[config.mk]
export PLATFORM = sky130hd
export DESIGN_NAME = matrix_add_sequencer
export DESIGN_NICKNAME = d
export VERILOG_FILES = /design/src/rtl/matrix_pkg.sv /design/src/rtl/matrix_row_bank.sv /design/src/rtl/matrix_add_sequencer.sv
export SDC_FILE = /design/constraint.sdc
export NUM_CORES = 1
export LEC_CHECK = 0
export CAP_MARGIN = 20
export CORE_ASPECT_RATIO = 1.5
export CORE_MARGIN = 2
export CORE_UTILIZATION = 25
export DETAILED_ROUTE_END_ITERATION = 12
export MAX_ROUTING_LAYER = met4
export PLACE_DENSITY = 0.54
export REMOVE_ABC_BUFFERS = 1
export SYNTH_ARGS = -nofsm -noshare
export SYNTH_HDL_FRONTEND = slang
export SYNTH_SLANG_ARGS = --single-unit
[constraint.sdc]
create_clock -name clk -period 3.65 [get_ports clk]
set_input_delay 0.73 -clock clk [delete_from_list [all_inputs] [get_ports clk]]
set_output_delay 0.73 -clock clk [all_outputs]
set_load 0.02 [all_outputs]
[src/rtl/matrix_pkg.sv]
// Shared widths, opcodes and FSM encoding for the 5x5 int8 matrix add sequencer.
package matrix_pkg;

  localparam int unsigned ELEM_W   = 8;
  localparam int unsigned DIM      = 5;
  localparam int unsigned ROW_W    = ELEM_W * DIM;
  localparam int unsigned MAT_W    = ROW_W * DIM;
  localparam int unsigned NUM_ELEM = DIM * DIM;

  localparam logic [2:0] LAST_ROW = 3'(DIM - 1);

  localparam logic [2:0] OP_NOP    = 3'd0;
  localparam logic [2:0] OP_LOAD_A = 3'd1;
  localparam logic [2:0] OP_LOAD_B = 3'd2;
  localparam logic [2:0] OP_EXEC   = 3'd3;
  localparam logic [2:0] OP_READ   = 3'd4;
  localparam logic [2:0] OP_CLEAR  = 3'd5;

  typedef enum logic [1:0] {
    StIdle,
    StSettle,
    StCapture,
    StStream
  } state_e;

endpackage

[src/rtl/matrix_row_bank.sv]
// DIM x ROW_W register bank: single-row write, whole matrix read as one packed bus.
module matrix_row_bank
  import matrix_pkg::*;
(
  input  logic             clk,
  input  logic             rst_n,
  input  logic             clr_i,
  input  logic             we_i,
  input  logic [2:0]       waddr_i,
  input  logic [ROW_W-1:0] wdata_i,
  output logic [MAT_W-1:0] mat_o
);

  logic [DIM-1:0][ROW_W-1:0] rows_q, rows_d;

  always_comb begin
    rows_d = rows_q;
    if (clr_i) begin
      rows_d = '0;
    end else begin
      for (int r = 0; r < DIM; r++) begin
        if (we_i && (waddr_i == 3'(r))) rows_d[r] = wdata_i;
      end
    end
  end

  always_ff @(posedge clk) begin
    if (!rst_n) rows_q <= '0;
    else        rows_q <= rows_d;
  end

  // Row 0 lands in the low bits, so element r*DIM+c sits at [(r*DIM+c)*ELEM_W].
  assign mat_o = rows_q;

endmodule

[src/rtl/matrix_add_sequencer.sv]
// Command-driven sequencer for the 5x5 int8 matrix adder: load, settle, capture, stream.
// Optional per-element saturation on capture is enabled by defining MATRIX_SAT_EN.
module matrix_add_sequencer
  import matrix_pkg::*;
(
  input  logic             clk,
  input  logic             rst_n,
  input  logic             cmd_valid,
  output logic             cmd_ready,
  input  logic [2:0]       cmd_op,
  input  logic [2:0]       cmd_row,
  input  logic [ROW_W-1:0] cmd_data,
  output logic [MAT_W-1:0] add_a,
  output logic [MAT_W-1:0] add_b,
  input  logic [MAT_W-1:0] add_result,
  input  logic             add_overflow,
  output logic             res_valid,
  input  logic             res_ready,
  output logic [ROW_W-1:0] res_data,
  output logic [2:0]       res_row,
  output logic             res_last,
  output logic             busy,
  output logic             ovf_sticky,
  output logic             err
);

  state_e           state_q, state_d;
  logic [2:0]       row_q, row_d;
  logic [MAT_W-1:0] result_q, result_d;
  logic             ovf_q, ovf_d;
  logic             err_q, err_d;

  logic             cmd_fire, row_ok;
  logic             a_we, b_we, bank_clr;
  logic [MAT_W-1:0] cap_result;
  logic             cap_ovf;

  assign cmd_ready = (state_q == StIdle) && rst_n;
  assign cmd_fire  = cmd_valid && cmd_ready;
  assign row_ok    = (cmd_row <= LAST_ROW);

  matrix_row_bank u_bank_a (
    .clk     (clk),
    .rst_n   (rst_n),
    .clr_i   (bank_clr),
    .we_i    (a_we),
    .waddr_i (cmd_row),
    .wdata_i (cmd_data),
    .mat_o   (add_a)
  );

  matrix_row_bank u_bank_b (
    .clk     (clk),
    .rst_n   (rst_n),
    .clr_i   (bank_clr),
    .we_i    (b_we),
    .waddr_i (cmd_row),
    .wdata_i (cmd_data),
    .mat_o   (add_b)
  );

`ifdef MATRIX_SAT_EN
  logic unused_add_overflow;
  assign unused_add_overflow = add_overflow;

  // Signed overflow only when operands agree in sign and the sum does not.
  always_comb begin
    cap_result = add_result;
    cap_ovf    = 1'b0;
    for (int i = 0; i < NUM_ELEM; i++) begin
      logic [ELEM_W-1:0] ea, eb, es;
      ea = add_a[i*ELEM_W +: ELEM_W];
      eb = add_b[i*ELEM_W +: ELEM_W];
      es = add_result[i*ELEM_W +: ELEM_W];
      if ((ea[ELEM_W-1] == eb[ELEM_W-1]) && (es[ELEM_W-1] != ea[ELEM_W-1])) begin
        cap_ovf = 1'b1;
        cap_result[i*ELEM_W +: ELEM_W] = ea[ELEM_W-1] ? 8'h80 : 8'h7F;
      end
    end
  end
`else
  assign cap_result = add_result;
  assign cap_ovf    = add_overflow;
`endif

  always_comb begin
    state_d  = state_q;
    row_d    = row_q;
    result_d = result_q;
    ovf_d    = ovf_q;
    err_d    = 1'b0;
    a_we     = 1'b0;
    b_we     = 1'b0;
    bank_clr = 1'b0;

    unique case (state_q)
      StIdle: begin
        if (cmd_fire) begin
          case (cmd_op)
            OP_NOP: ;
            OP_LOAD_A: begin
              if (row_ok) a_we  = 1'b1;
              else        err_d = 1'b1;
            end
            OP_LOAD_B: begin
              if (row_ok) b_we  = 1'b1;
              else        err_d = 1'b1;
            end
            OP_EXEC: begin
              ovf_d   = 1'b0;
              state_d = StSettle;
            end
            OP_READ: begin
              row_d   = '0;
              state_d = StStream;
            end
            OP_CLEAR: begin
              bank_clr = 1'b1;
              result_d = '0;
              ovf_d    = 1'b0;
            end
            default: err_d = 1'b1;
          endcase
        end
      end
      StSettle: state_d = StCapture;
      StCapture: begin
        result_d = cap_result;
        ovf_d    = cap_ovf;
        state_d  = StIdle;
      end
      StStream: begin
        if (res_ready) begin
          if (row_q == LAST_ROW) begin
            row_d   = '0;
            state_d = StIdle;
          end else begin
            row_d = row_q + 3'd1;
          end
        end
      end
      default: state_d = StIdle;
    endcase
  end

  always_ff @(posedge clk) begin
    if (!rst_n) begin
      state_q  <= StIdle;
      row_q    <= '0;
      result_q <= '0;
      ovf_q    <= 1'b0;
      err_q    <= 1'b0;
    end else begin
      state_q  <= state_d;
      row_q    <= row_d;
      result_q <= result_d;
      ovf_q    <= ovf_d;
      err_q    <= err_d;
    end
  end

  assign res_valid  = (state_q == StStream);
  assign res_data   = result_q[int'(row_q)*ROW_W +: ROW_W];
  assign res_row    = row_q;
  assign res_last   = res_valid && (row_q == LAST_ROW);
  assign busy       = (state_q != StIdle);
  assign ovf_sticky = ovf_q;
  assign err        = err_q;

endmodule

Yosys cells after proc, flatten, opt, wreduce, memory -nomap -nowiden
Index checks and enable logic that the tools add are counted.
{"block": "word_totals", "ff_bits": 607, "latchBits": 0, "ramBits": 0, "rom_bits": 0, "inputBits": 251, "output_inout_bits": 449, "word_cells": 96, "n_memories": 0}
{"block": "classes", "n_addsub": 1, "multipliers": 1, "n_div": 0, "n_lt_le_gt_ge": 1, "n_eq_ne": 20, "shift": 1, "mux": 28, "n_bitwise": 1, "reduce_logical": 28}
{"cell": "$mux 200", "count": 2}
{"cell": "$pmux 200 s2", "count": 1}
{"cell": "$shiftx 200x10->40", "count": 1}
{"cell": "$logic_and 1x1->1", "count": 13}
{"cell": "$mux 1", "count": 13}
{"cell": "$eq 3x2->1 const B", "count": 4}
{"cell": "$eq 3x3->1 const B", "count": 4}
{"cell": "$mux 3", "count": 4}
{"cell": "$reduce_and 3->1", "count": 3}
{"cell": "$ne 2x1->1 const B", "count": 4}
{"cell": "$pmux 2 s4", "count": 1}
{"cell": "$reduce_and 4->1", "count": 2}
{"cell": "$eq 3x1->1 const B", "count": 2}
{"cell": "$logic_not 3->1", "count": 2}
{"cell": "$mul 3x3->6 const B", "count": 1}
{"cell": "$mux 2", "count": 3}
{"cell": "$pmux 3 s2", "count": 1}
{"cell": "$reduce_bool 2->1", "count": 3}
{"cell": "$reduce_or 2->1", "count": 3}
{"cell": "$eq 2x2->1 const B", "count": 2}
{"cell": "$ne 2x2->1 const B", "count": 2}
{"cell": "$pmux 1 s2", "count": 2}
{"cell": "$pmux 2 s2", "count": 1}
{"cell": "$reduce_or 4->1", "count": 1}
{"cell": "6 further kinds", "count": 6}

Logic depth before layout (Yosys ltp)
Gate-level depths: netlist of the first run.
{"block": "logic_depth", "ltp_word": 6, "mapped_depth": 7}

Modules after synthesis
From an unflattened synthesis of the first run, not the netlist that was laid out.
{"block": "hier_totals", "cells_unflattened": 2600, "area_unflattened_um2": 27286.2}
{"mod": "matrix_row_bank", "instances": 2, "cells_per_inst": 723, "area_per_inst_um2": 8202.9}
{"mod": "matrix_add_sequencer", "instances": 1, "cells_per_inst": 1154, "area_per_inst_um2": 10880.4}

Worst setup path after synthesis of the first run
No wires, ideal clock.
{"block": "synth_path", "kind": "reg2out", "start": "register row_q[0] (netlist: res_row[0])", "end": "output res_data[10]", "arrival_time_ps": 1867, "required_time_ps": 2920, "path_slack_ps": 1053, "stages_incl_launch_ff": 6, "path_buffers": 2, "path_cell_list": "dfxtp_1 clkbuf_1 buf_2 mux4_2 inv_1 o21ai_0"}
{"block": "synth_via", "elab_chain_cells": 2}
{"item": "start, declared", "line": "matrix_add_sequencer.sv:28", "text": "logic [2:0] row_q, row_d;"}
{"item": "start signal, assigned", "line": "matrix_add_sequencer.sv:155", "text": "row_q <= row_d;"}
{"item": "$mul 3x3->6", "line": "matrix_add_sequencer.sv:163", "text": "assign res_data = result_q[int'(row_q)*ROW_W +: ROW_W];"}
{"item": "$shiftx 200x10->40", "line": "matrix_add_sequencer.sv:163"}
{"item": "end, declared", "line": "matrix_add_sequencer.sv:19", "text": "output logic [ROW_W-1:0] res_data,"}
No other way between the ends.

Worst setup path in the final report of the first run
{"block": "layout_path", "start": "register row_q[0] (netlist: res_row[0])", "end": "output res_data[29]"}
Same word-level chain as after synthesis.

==> flow_summary.json, run 1 <==
{
  "fp_rows": 145,
  "drcViolationCount": 0,
  "routed_wire_length_per_instance_um": 24.2,
  "initialDrtViolationCount": 1774,
  "power.share.switching_pct": 25.5,
  "tritoncts": "built",
  "seqPwrFrac_pct": 45.3,
  "core_area_sq_mm": 0.104,
  "cp_slowest_stage_delay_ns": 0.69,
  "first_pass_grt_wire_length_um": 165000,
  "fin_skew_ns": 0.0226,
  "commonest_cells_after_routing_fill_and_taps_aside": "684 x sky130_fd_sc_hd__clkdlybuf4s50_1, 602 x sky130_fd_sc_hd__dfxtp_1, 434 x sky130_fd_sc_hd__a21oi_1",
  "clock_tree.root_cell": "sky130_fd_sc_hd__clkbuf_16",
  "post-route-period-util_pct": 97.7,
  "hold_buffers": 0,
  "maxCapViolCount": 0,
  "timing.fmax_mhz": 280,
  "worst_slew_margin_rel_pct": 23.2,
  "max-vdd-ir-drop_mv": 0.302,
  "cp-end-kind": "output port",
  "critical_path.n_buffers_inverters": 3,
  "critPathMaxFanout": 19,
  "first_global_vias": 23899,
  "worst_hold_launch": "u_bank_b.mat_o[167]",
  "numCtsBuffers": 67,
  "power.internal_mw": 11.0,
  "post_synthesis_cell_area_sq_mm": 0.0264,
  "worstSetupStartpointType": "register",
  "seq_area_frac_synth_pct": 46.1,
  "worstSetupStartpoint": "res_row[0]",
  "path_delay_family": "buffers and inverters",
  "power_frac_comb_pct": 8.2,
  "tightest_slew_ns": 1.15,
  "finalHoldWorstSlack_ns": 0.472,
  "crit_arrival_ns": 2.84,
  "die_h_um": 402,
  "grt_util_all_layers_pct": 20.6,
  "timing.critical_path.slowest_stage_cell": "sky130_fd_sc_hd__clkdlybuf4s50_1",
  "h-tree-depth": 3,
  "starting_density_pct": 25.3,
  "ant_nets": 0,
  "die_width_um": 269,
  "critPathRequiredTime_ns": 2.92,
  "hp-class": "reg2reg",
  "grt_max_degree": 206,
  "grt_antenna_before_repair": 19,
  "place.port_buffers": 699,
  "synth-seq-cells": 607,
  "path_class": "reg2out",
  "crit-reg2reg-launch": "state_q[1]",
  "leading_cell_type_in_the_layout_fill_and_taps_excluded": "sky130_fd_sc_hd__clkdlybuf4s50_1",
  "final.min_clock_period_ns": 3.57,
  "layout.cell_area.non_filler_sq_mm": 0.0373,
  "place.gp.congestion": 0.797,
  "final_hold_viol_count": 0,
  "yosysUniqueCellTypes": 42,
  "detailedRoute.firstPassIterationCount": 5,
  "routed_via_density": 5.19,
  "areaGrowthSynthToFinish_pct": 41.6,
  "avgSynthCellArea_sq_um": 9.85,
  "outcome": "finished, final reports clean",
  "synth_enable_flop_cells": 0,
  "globalRouteOverflowTotal": 0,
  "cts_num_sinks": 607,
  "p_clk_share_pct": 46.6,
  "power_density_mw_per_mm2": 397,
  "ys_dominant_reg_cell": "sky130_fd_sc_hd__dfxtp_1",
  "switchingPower_mw": 3.78,
  "slew_viol_final": 0,
  "worstSkewPairLatency_ns": 0.64,
  "io-pin-count": 700,
  "placed_area_sq_mm": 0.0351,
  "timing.critical_path.cells": "buf_16 -> nor3b_2 -> buf_12 -> nand2_1 -> o21ai_1 -> clkdlybuf4s50_1",
  "vias": 24247,
  "yosys_warnings": 0,
  "syn-instance-count": 2676,
  "post_route_cells_drive_above_1_share_pct": 8.54,
  "hpwlAfterDp_um": 75300,
  "clkTransAtPathRegs_ns": 0.07,
  "floorplan.die_area_sq_mm": 0.108,
  "setup_viol": 0,
  "static_leakage_power_nw": 14.0,
  "drt_wl_total_um": 113000,
  "synth-async-reset-ratio_pct": 0,
  "clock_path_buffers": 3,
  "final_nets": 3460
}
-- state kept, by name (all words and copies together), names as in the netlist --
name            cells
result_q          200
err                 1
u_bank_b.mat_o    200
state_q             2
ovf_sticky          1
u_bank_a.mat_o    200
res_row             3
-- per-layer routing --
metal | routed length, um | GRT usage, %
met1 | 46700 | 24.4
met2 | 53600 | 33.1
met3 | 9710 | 6.62
met4 | 3080 | 6.53
met5 | 0 | -
-- area by class of cell --
| type | count | area [sq um] |
|---|---|---|
| Fill cell | 10530 | 67000 |
| Multi-Input combinational cell | 1654 | 12700 |
| Sequential cell | 607 | 12200 |
| Timing Repair Buffer | 798 | 8190 |
| Clock buffer | 92 | 1930 |
| Tap cell | 1396 | 1750 |
| Inverter | 79 | 302 |
| Clock inverter | 27 | 236 |
| Antenna cell | 20 | 50.0 |
-- cells by family (layout without fill, tap and decap cells) --
family	after synthesis	count (layout)	synth area share, %
compound gates	1128	1128	27.6
flops	607	607	46.1
buf+inv	415	996	6.34
mux	410	410	17.5
simple gates	113	113	2.39
fa+ha+maj	2	2	0.0949
xor+xnor	1	1	0.0332
other cells	0	20	0
-- tightest hold or removal path, cell delays in order, from the launching register on --
cell	delay (ns)
sky130_fd_sc_hd__dfxtp_1	0.31
sky130_fd_sc_hd__o31ai_1	0.06
sky130_fd_sc_hd__a21oi_1	0.06
-- path summary, 6_finish.rpt --
check,end,slack (ns),cells past startpoint
worst max-delay path,res_data[29],0.08,6
worst min-delay path,u_bank_b.mat_o[167],0.47,2
worst max register to register,result_q[77],1.15,5
worst min register to register,u_bank_b.mat_o[167],0.47,2
-- what timing repair did --
item	4_1_cts	5_1_grt
endpoints found under the hold margin	0	0
setup endpoints to repair	16	9
gates resized for setup	6	9
buffers inserted	1	0
-- synthesized netlist by cell type (2+ instances only) --
cell	instances	area share [%]
sky130_fd_sc_hd__dfxtp_1	607	46
sky130_fd_sc_hd__a21oi_1	434	8.2
sky130_fd_sc_hd__o211ai_1	410	12
sky130_fd_sc_hd__mux2i_1	370	14
sky130_fd_sc_hd__clkbuf_1	269	3.8
sky130_fd_sc_hd__a211oi_1	200	5.7
sky130_fd_sc_hd__inv_1	78	1.1
sky130_fd_sc_hd__nand2_1	45	0.64
sky130_fd_sc_hd__o21ai_0	45	0.85
sky130_fd_sc_hd__mux4_2	40	3.4
sky130_fd_sc_hd__nand4_1	33	0.78
sky130_fd_sc_hd__o31ai_1	32	0.91
sky130_fd_sc_hd__buf_2	31	0.59
sky130_fd_sc_hd__buf_1	26	0.37
sky130_fd_sc_hd__buf_6	10	0.43
sky130_fd_sc_hd__nand3_1	6	0.11
sky130_fd_sc_hd__nor3_1	4	0.076
sky130_fd_sc_hd__nor3b_1	4	0.11
sky130_fd_sc_hd__or3b_1	3	0.10
sky130_fd_sc_hd__and3b_1	2	0.066
sky130_fd_sc_hd__ha_1	2	0.095
sky130_fd_sc_hd__nand3b_1	2	0.057
sky130_fd_sc_hd__nand4b_1	2	0.066
sky130_fd_sc_hd__nor2_1	2	0.028
sky130_fd_sc_hd__nor3b_2	2	0.095
-- through the flow --
stage | util (%) | std cells | total power, mW | setup slack [ns] | setup TNS, ns
after floorplan | - | 2340 | 7.30 | -29.66 | -
after global placement | 33.6 | 4533 | 8.07 | 0.483 | 0
after detailed placement | 33.6 | 4533 | 8.07 | 0.480 | 0
after CTS | 35.7 | 4653 | 15.0 | -0.0105 | -0.0192
after global routing | 35.8 | 4670 | 15.3 | -0.0131 | -0.0271
final | 35.8 | 4673 | 14.8 | 0.0832 | 0
-- power by group through the flow --
stage | Sequential, mW | Combinational (mW) | Clock [mW]
floorplan | 6.88 | 0.417 | 0
global placement | 6.86 | 1.21 | 0
detailed placement | 6.86 | 1.21 | 0
CTS | 6.71 | 1.21 | 7.09
global route | 6.71 | 1.29 | 7.34
finish | 6.71 | 1.21 | 6.90
Note: power is estimated with default switching activity, not from simulation.
==> inputs of run 2 (changes only) <==
CORE_UTILIZATION = 30   (was 25)
DONT_BUFFER_PORTS = 1   (was unset)
PLACE_DENSITY = 0.51   (was 0.54)
==> run 2 against run 1 <==
Compared with the run above:
- fmax rose by 4.3%
- register-to-register slack got worse by 0.13 ns
- die area decreased by 16%
- combinational power fell by 46%
- worst setup slack better by 0.15 ns
- cell count shrank 21%
- clock-buffer cell count rose by 3
- largest cell class unchanged
- largest power group unchanged
==> flow_summary.json, run 2 (same netlist as run 1, synthesis figures left out) <==
{
  "place.gp.congestion": 0.837,
  "worstSetupStartpointType": "register",
  "met3_usage_pct": 10.9,
  "power_mw": 14.4,
  "core_area_sq_mm": 0.0874,
  "max-vdd-ir-drop_mv": 0.347,
  "ant_nets": 0,
  "timing.fmax_mhz": 293,
  "numCtsBuffers": 66,
  "h-tree-depth": 3,
  "grt_busiest_layer": "met2",
  "fin_skew_ns": 0.0171,
  "tritoncts": "built",
  "post_route_cells_drive_above_1_share_pct": 9.75,
  "finalHoldWorstSlack_ns": 0.237,
  "globalRouteOverflowTotal": 0,
  "initialDrtViolationCount": 1425,
  "detailedRoute.firstPassIterationCount": 5,
  "commonest_cells_after_routing_fill_and_taps_aside": "602 x sky130_fd_sc_hd__dfxtp_1, 434 x sky130_fd_sc_hd__a21oi_1, 410 x sky130_fd_sc_hd__o211ai_1",
  "areaGrowthSynthToFinish_pct": 12.5,
  "grt_max_degree": 418,
  "static_leakage_power_nw": 11.2,
  "worst_slew_margin_rel_pct": 26.4,
  "fin_tns_setup_ns": 0,
  "cp-end-kind": "output port",
  "starting_density_pct": 30.2,
  "post-route-util_pct": 33.9,
  "power_density_mw_per_mm2": 485,
  "critPathMaxFanout": 28,
  "final_nets": 2734,
  "leading_cell_type_in_the_layout_fill_and_taps_excluded": "sky130_fd_sc_hd__dfxtp_1",
  "die_h_um": 367,
  "path_class": "reg2out",
  "crit_arrival_ns": 2.69,
  "rsz0062_at_grt": "no",
  "worstSkewPairLatency_ns": 0.63,
  "fp_rows": 133,
  "use_met2_pct": 34.1,
  "tightest_slew_ns": 1.10,
  "setup_viol": 0,
  "floorplan.die_area_sq_mm": 0.0903,
  "clkTransAtPathRegs_ns": 0.06,
  "drcViolationCount": 0,
  "critPathRequiredTime_ns": 2.92,
  "first_global_vias": 21354,
  "drt_wl_total_um": 99500,
  "vias": 21401,
  "maxCapViolCount": 0,
  "hp-class": "in2reg",
  "routed_wire_length_per_instance_um": 27.0,
  "first_pass_grt_wire_length_um": 145000,
  "final_hold_viol_count": 0,
  "outcome": "finished, final reports clean",
  "clock_path_buffers": 3,
  "postCtsSetupRepairBufs": 0,
  "post-route-period-util_pct": 93.7,
  "grt_antenna_before_repair": 3,
  "clock_tree.root_cell": "sky130_fd_sc_hd__clkbuf_16",
  "die_width_um": 246,
  "io-pin-count": 700,
  "routed_via_density": 5.81,
  "final.min_clock_period_ns": 3.42,
  "cts.repair.resized": 0,
  "cts_num_sinks": 607,
  "slew_viol_final": 0,
  "use_met1_pct": 23.1,
  "hold_buffers": 0,
  "grt_util_all_layers_pct": 21.6,
  "place.port_buffers": 0,
  "hpwlAfterDp_um": 65600
}
[run 2: cell type report]
cell class / instances / area, sq um
Multi-Input combinational cell: 1654 / 12700
Clock buffer: 95 / 1930
Clock inverter: 26 / 339
Timing Repair Buffer: 73 / 768
Antenna cell: 3 / 7.51
Inverter: 79 / 302
Tap cell: 1147 / 1440
Fill cell: 8733 / 57700
Sequential cell: 607 / 12200
[run 2: critical path: stages, from the launching register on]
cell,delay [ns]
sky130_fd_sc_hd__dfxtp_4,0.76
sky130_fd_sc_hd__buf_12,0.29
sky130_fd_sc_hd__mux4_2,0.54
sky130_fd_sc_hd__inv_1,0.11
sky130_fd_sc_hd__o21ai_0,0.10
sky130_fd_sc_hd__buf_4,0.20
[run 2: routing by layer]
metal	share of wire, %	up-vias
li1	-	9774
met1	36	10550
met2	47	932
met3	14	145
met4	3.1	0
met5	0	-
[run 2: worst paths after layout]
kind	depth (start not counted)	endpoint	slack, ns	startpoint
setup reg to reg	5	u_bank_b.mat_o[67]	1.02	state_q[1]
hold / removal	2	u_bank_b.mat_o[197]	0.24	cmd_data[37]
hold reg to reg	2	result_q[95]	0.51	result_q[95]
setup / recovery	5	res_data[5]	0.23	res_row[0]
[run 2: power by group]
part | total (mW) | internal, mW | switching [mW]
clock network | 7.00 | 4.03 | 2.96
registers | 6.73 | 6.68 | 0.0562
logic | 0.659 | 0.177 | 0.482
total | 14.4 | 10.9 | 3.50
[run 2: through the flow]
stage | cells | instance area, sq um | worst slack (ns)
finish | 3684 | 29600 | 0.231
global route | 3684 | 29600 | 0.0972
CTS | 3680 | 29600 | 0.158
detailed placement | 3559 | 27300 | 0.813
global placement | 3559 | 27300 | 0.876
floorplan | 2340 | 25000 | -29.66
==> inputs of run 3 (changes only) <==
CELL_PAD_IN_SITES_DETAIL_PLACEMENT = 1   (was unset)
CELL_PAD_IN_SITES_GLOBAL_PLACEMENT = 1   (was unset)
PLACE_DENSITY = 0.61   (was 0.51)
==> run 3 against run 2 <==
Compared with the run above:
- the flow now finishes with violations (slew limit)
- clock power decreased by 1%
- hold slack got worse by 0.012 ns
- core utilization decreased by 0.050 points
- die area unchanged
- sequential power about the same
- clock skew increased by 0.0031 ns
- non-clock buffer count decreased by 5
- register-to-register slack got worse by 0.21 ns
- sequential share of layout area increased by 0.061 points
- critical endpoint is now res_data[28]
==> flow_summary.json, run 3 (same netlist as run 1, synthesis figures left out) <==
{
  "outcome": "complete, but fails checks",
  "violations_in_the_final_reports": "slew limit",
  "seqPwrFrac_pct": 47.0,
  "clock_tree.root_cell": "sky130_fd_sc_hd__clkbuf_16",
  "detailedRoute.firstPassIterationCount": 5,
  "rsz0062_at_grt": "no",
  "hp-class": "in2reg",
  "critPathRequiredTime_ns": 2.92,
  "die_h_um": 367,
  "initialDrtViolationCount": 1202,
  "post_route_cells_drive_above_1_share_pct": 9.12,
  "routed_wire_length_per_instance_um": 29.2,
  "timing.critical_path.slowest_stage_cell": "sky130_fd_sc_hd__dfxtp_2",
  "placed_area_sq_mm": 0.0274,
  "tritoncts": "built",
  "place.gp.congestion": 0.849,
  "power_density_mw_per_mm2": 484,
  "crit_arrival_ns": 2.66,
  "timing.fmax_mhz": 295,
  "p_clk_share_pct": 48.3,
  "hold_buffers": 0,
  "path_delay_family": "flip-flops",
  "grt_max_degree": 418,
  "io-pin-count": 700,
  "grt_busiest_layer": "met2",
  "floorplan.die_area_sq_mm": 0.0903,
  "commonest_cells_after_routing_fill_and_taps_aside": "602 x sky130_fd_sc_hd__dfxtp_1, 434 x sky130_fd_sc_hd__a21oi_1, 410 x sky130_fd_sc_hd__o211ai_1",
  "layout.cell_area.non_filler_sq_mm": 0.0296,
  "first_pass_grt_wire_length_um": 156000,
  "worst_slew_margin_rel_pct": -0.467,
  "slew_viol_final": 17,
  "clock_path_buffers": 3,
  "setup_viol": 0,
  "fillerInstances": 9728,
  "cts.repair.resized": 0,
  "fin_skew_ns": 0.0202,
  "place.port_buffers": 0,
  "crit-reg2reg-launch": "state_q[0]",
  "critical_path.n_buffers_inverters": 2,
  "starting_density_pct": 30.2,
  "fin_tns_setup_ns": 0,
  "final_hold_viol_count": 0,
  "drcViolationCount": 0,
  "ant_nets": 0,
  "use_met2_pct": 37.5,
  "power.internal_mw": 10.8,
  "fp_rows": 133,
  "core_area_sq_mm": 0.0874,
  "cp-end-kind": "output port",
  "static_leakage_power_nw": 11.1,
  "final_nets": 2729,
  "final.min_clock_period_ns": 3.39,
  "maxCapViolCount": 0,
  "timing.critical_path.cells": "buf_12 -> mux4_2 -> inv_1 -> o21ai_0",
  "grt_util_all_layers_pct": 23.3,
  "cp_slowest_stage_delay_ns": 0.78,
  "power_frac_comb_pct": 4.7,
  "worstSetupStartpointType": "register",
  "routed_via_density": 5.95,
  "post-route-period-util_pct": 93.0,
  "globalRouteOverflowTotal": 0,
  "tightest_slew_ns": 1.51,
  "path_class": "reg2out",
  "worstSetupStartpoint": "res_row[1]",
  "grt_antenna_before_repair": 2,
  "h-tree-depth": 3,
  "areaGrowthSynthToFinish_pct": 12.3,
  "use_met1_pct": 24.2,
  "numCtsBuffers": 66,
  "first_global_vias": 22949,
  "max-vdd-ir-drop_mv": 0.355,
  "worstSkewPairLatency_ns": 0.65,
  "die_width_um": 246,
  "met3_usage_pct": 11.4,
  "cts_num_sinks": 607,
  "drt_wl_total_um": 107000,
  "postCtsSetupRepairBufs": 0,
  "clkTransAtPathRegs_ns": 0.06,
  "power.share.switching_pct": 24.5,
  "vias": 21859,
  "switchingPower_mw": 3.51,
  "worst_hold_launch": "cmd_data[37]",
  "critPathMaxFanout": 24,
  "hpwlAfterDp_um": 72400,
  "leading_cell_type_in_the_layout_fill_and_taps_excluded": "sky130_fd_sc_hd__dfxtp_1"
}
## run 3: cell count changes in the layout (fill, tap and decap cells not counted), sizes merged
cell	delta
buf	-5
bufinv	+1
clkbuf	-1
clkinv	-8
clkinvlp	+1
diode	+1
## run 3: metal layers
layer  vias up  routed length, um
li1       9792                  -
met1     11077              38500
met2       833              50900
met3       157              13800
met4         0               3890
met5         -                  0
## run 3: cell type report
| class | instances | area, sq um | share of cell area (%) |
|---|---|---|---|
| diodes | 4 | 10.0 | 0.0338 |
| well taps | 1147 | 1440 | 4.85 |
| multi-input cells | 1654 | 12700 | 42.9 |
| inverters | 79 | 302 | 1.02 |
| flip-flops and latches | 607 | 12200 | 41.1 |
| clock inverters | 20 | 328 | 1.11 |
| clock buffers | 94 | 1870 | 6.31 |
| repair buffers | 68 | 797 | 2.69 |
## run 3: worst register-to-register path: cells and delay by family, from the launching register on
kind	cells	cell delay, ns
multiplexers	1	0.36
AO/OA/AOI/OAI	1	0.49
buffers and inverters	2	0.95
AND/OR/NAND/NOR	1	0.33
flip-flops	1	0.64
## run 3: path summary, 6_finish.rpt
check             depth (start not counted)  slack, ns                  end
setup / recovery                          4       0.26         res_data[28]
hold / removal                            2       0.23  u_bank_b.mat_o[197]
setup reg to reg                          5       0.81   u_bank_a.mat_o[31]
hold reg to reg                           2       0.52         result_q[53]
## run 3: stage by stage
stage / hold slack, ns / utilization (%) / total power, mW / instances / setup WS [ns]
after floorplan: 0.491 / - / 7.30 / 2340 / -29.66
after global placement: 0.498 / 31.3 / 7.53 / 3553 / 0.661
after detailed placement: 0.514 / 31.3 / 7.56 / 3554 / 0.610
after CTS: 0.167 / 33.8 / 14.5 / 3668 / 0.180
after global routing: 0.217 / 33.9 / 14.8 / 3673 / 0.174
final: 0.225 / 33.9 / 14.3 / 3673 / 0.256
## run 3: power by group through the flow
stage / registers, mW / logic (mW) / clock network, mW
finish: 6.74 / 0.675 / 6.92
detailed placement: 6.88 / 0.673 / 0
CTS: 6.74 / 0.675 / 7.10
floorplan: 6.88 / 0.417 / 0
global route: 6.74 / 0.729 / 7.35
global placement: 6.88 / 0.645 / 0
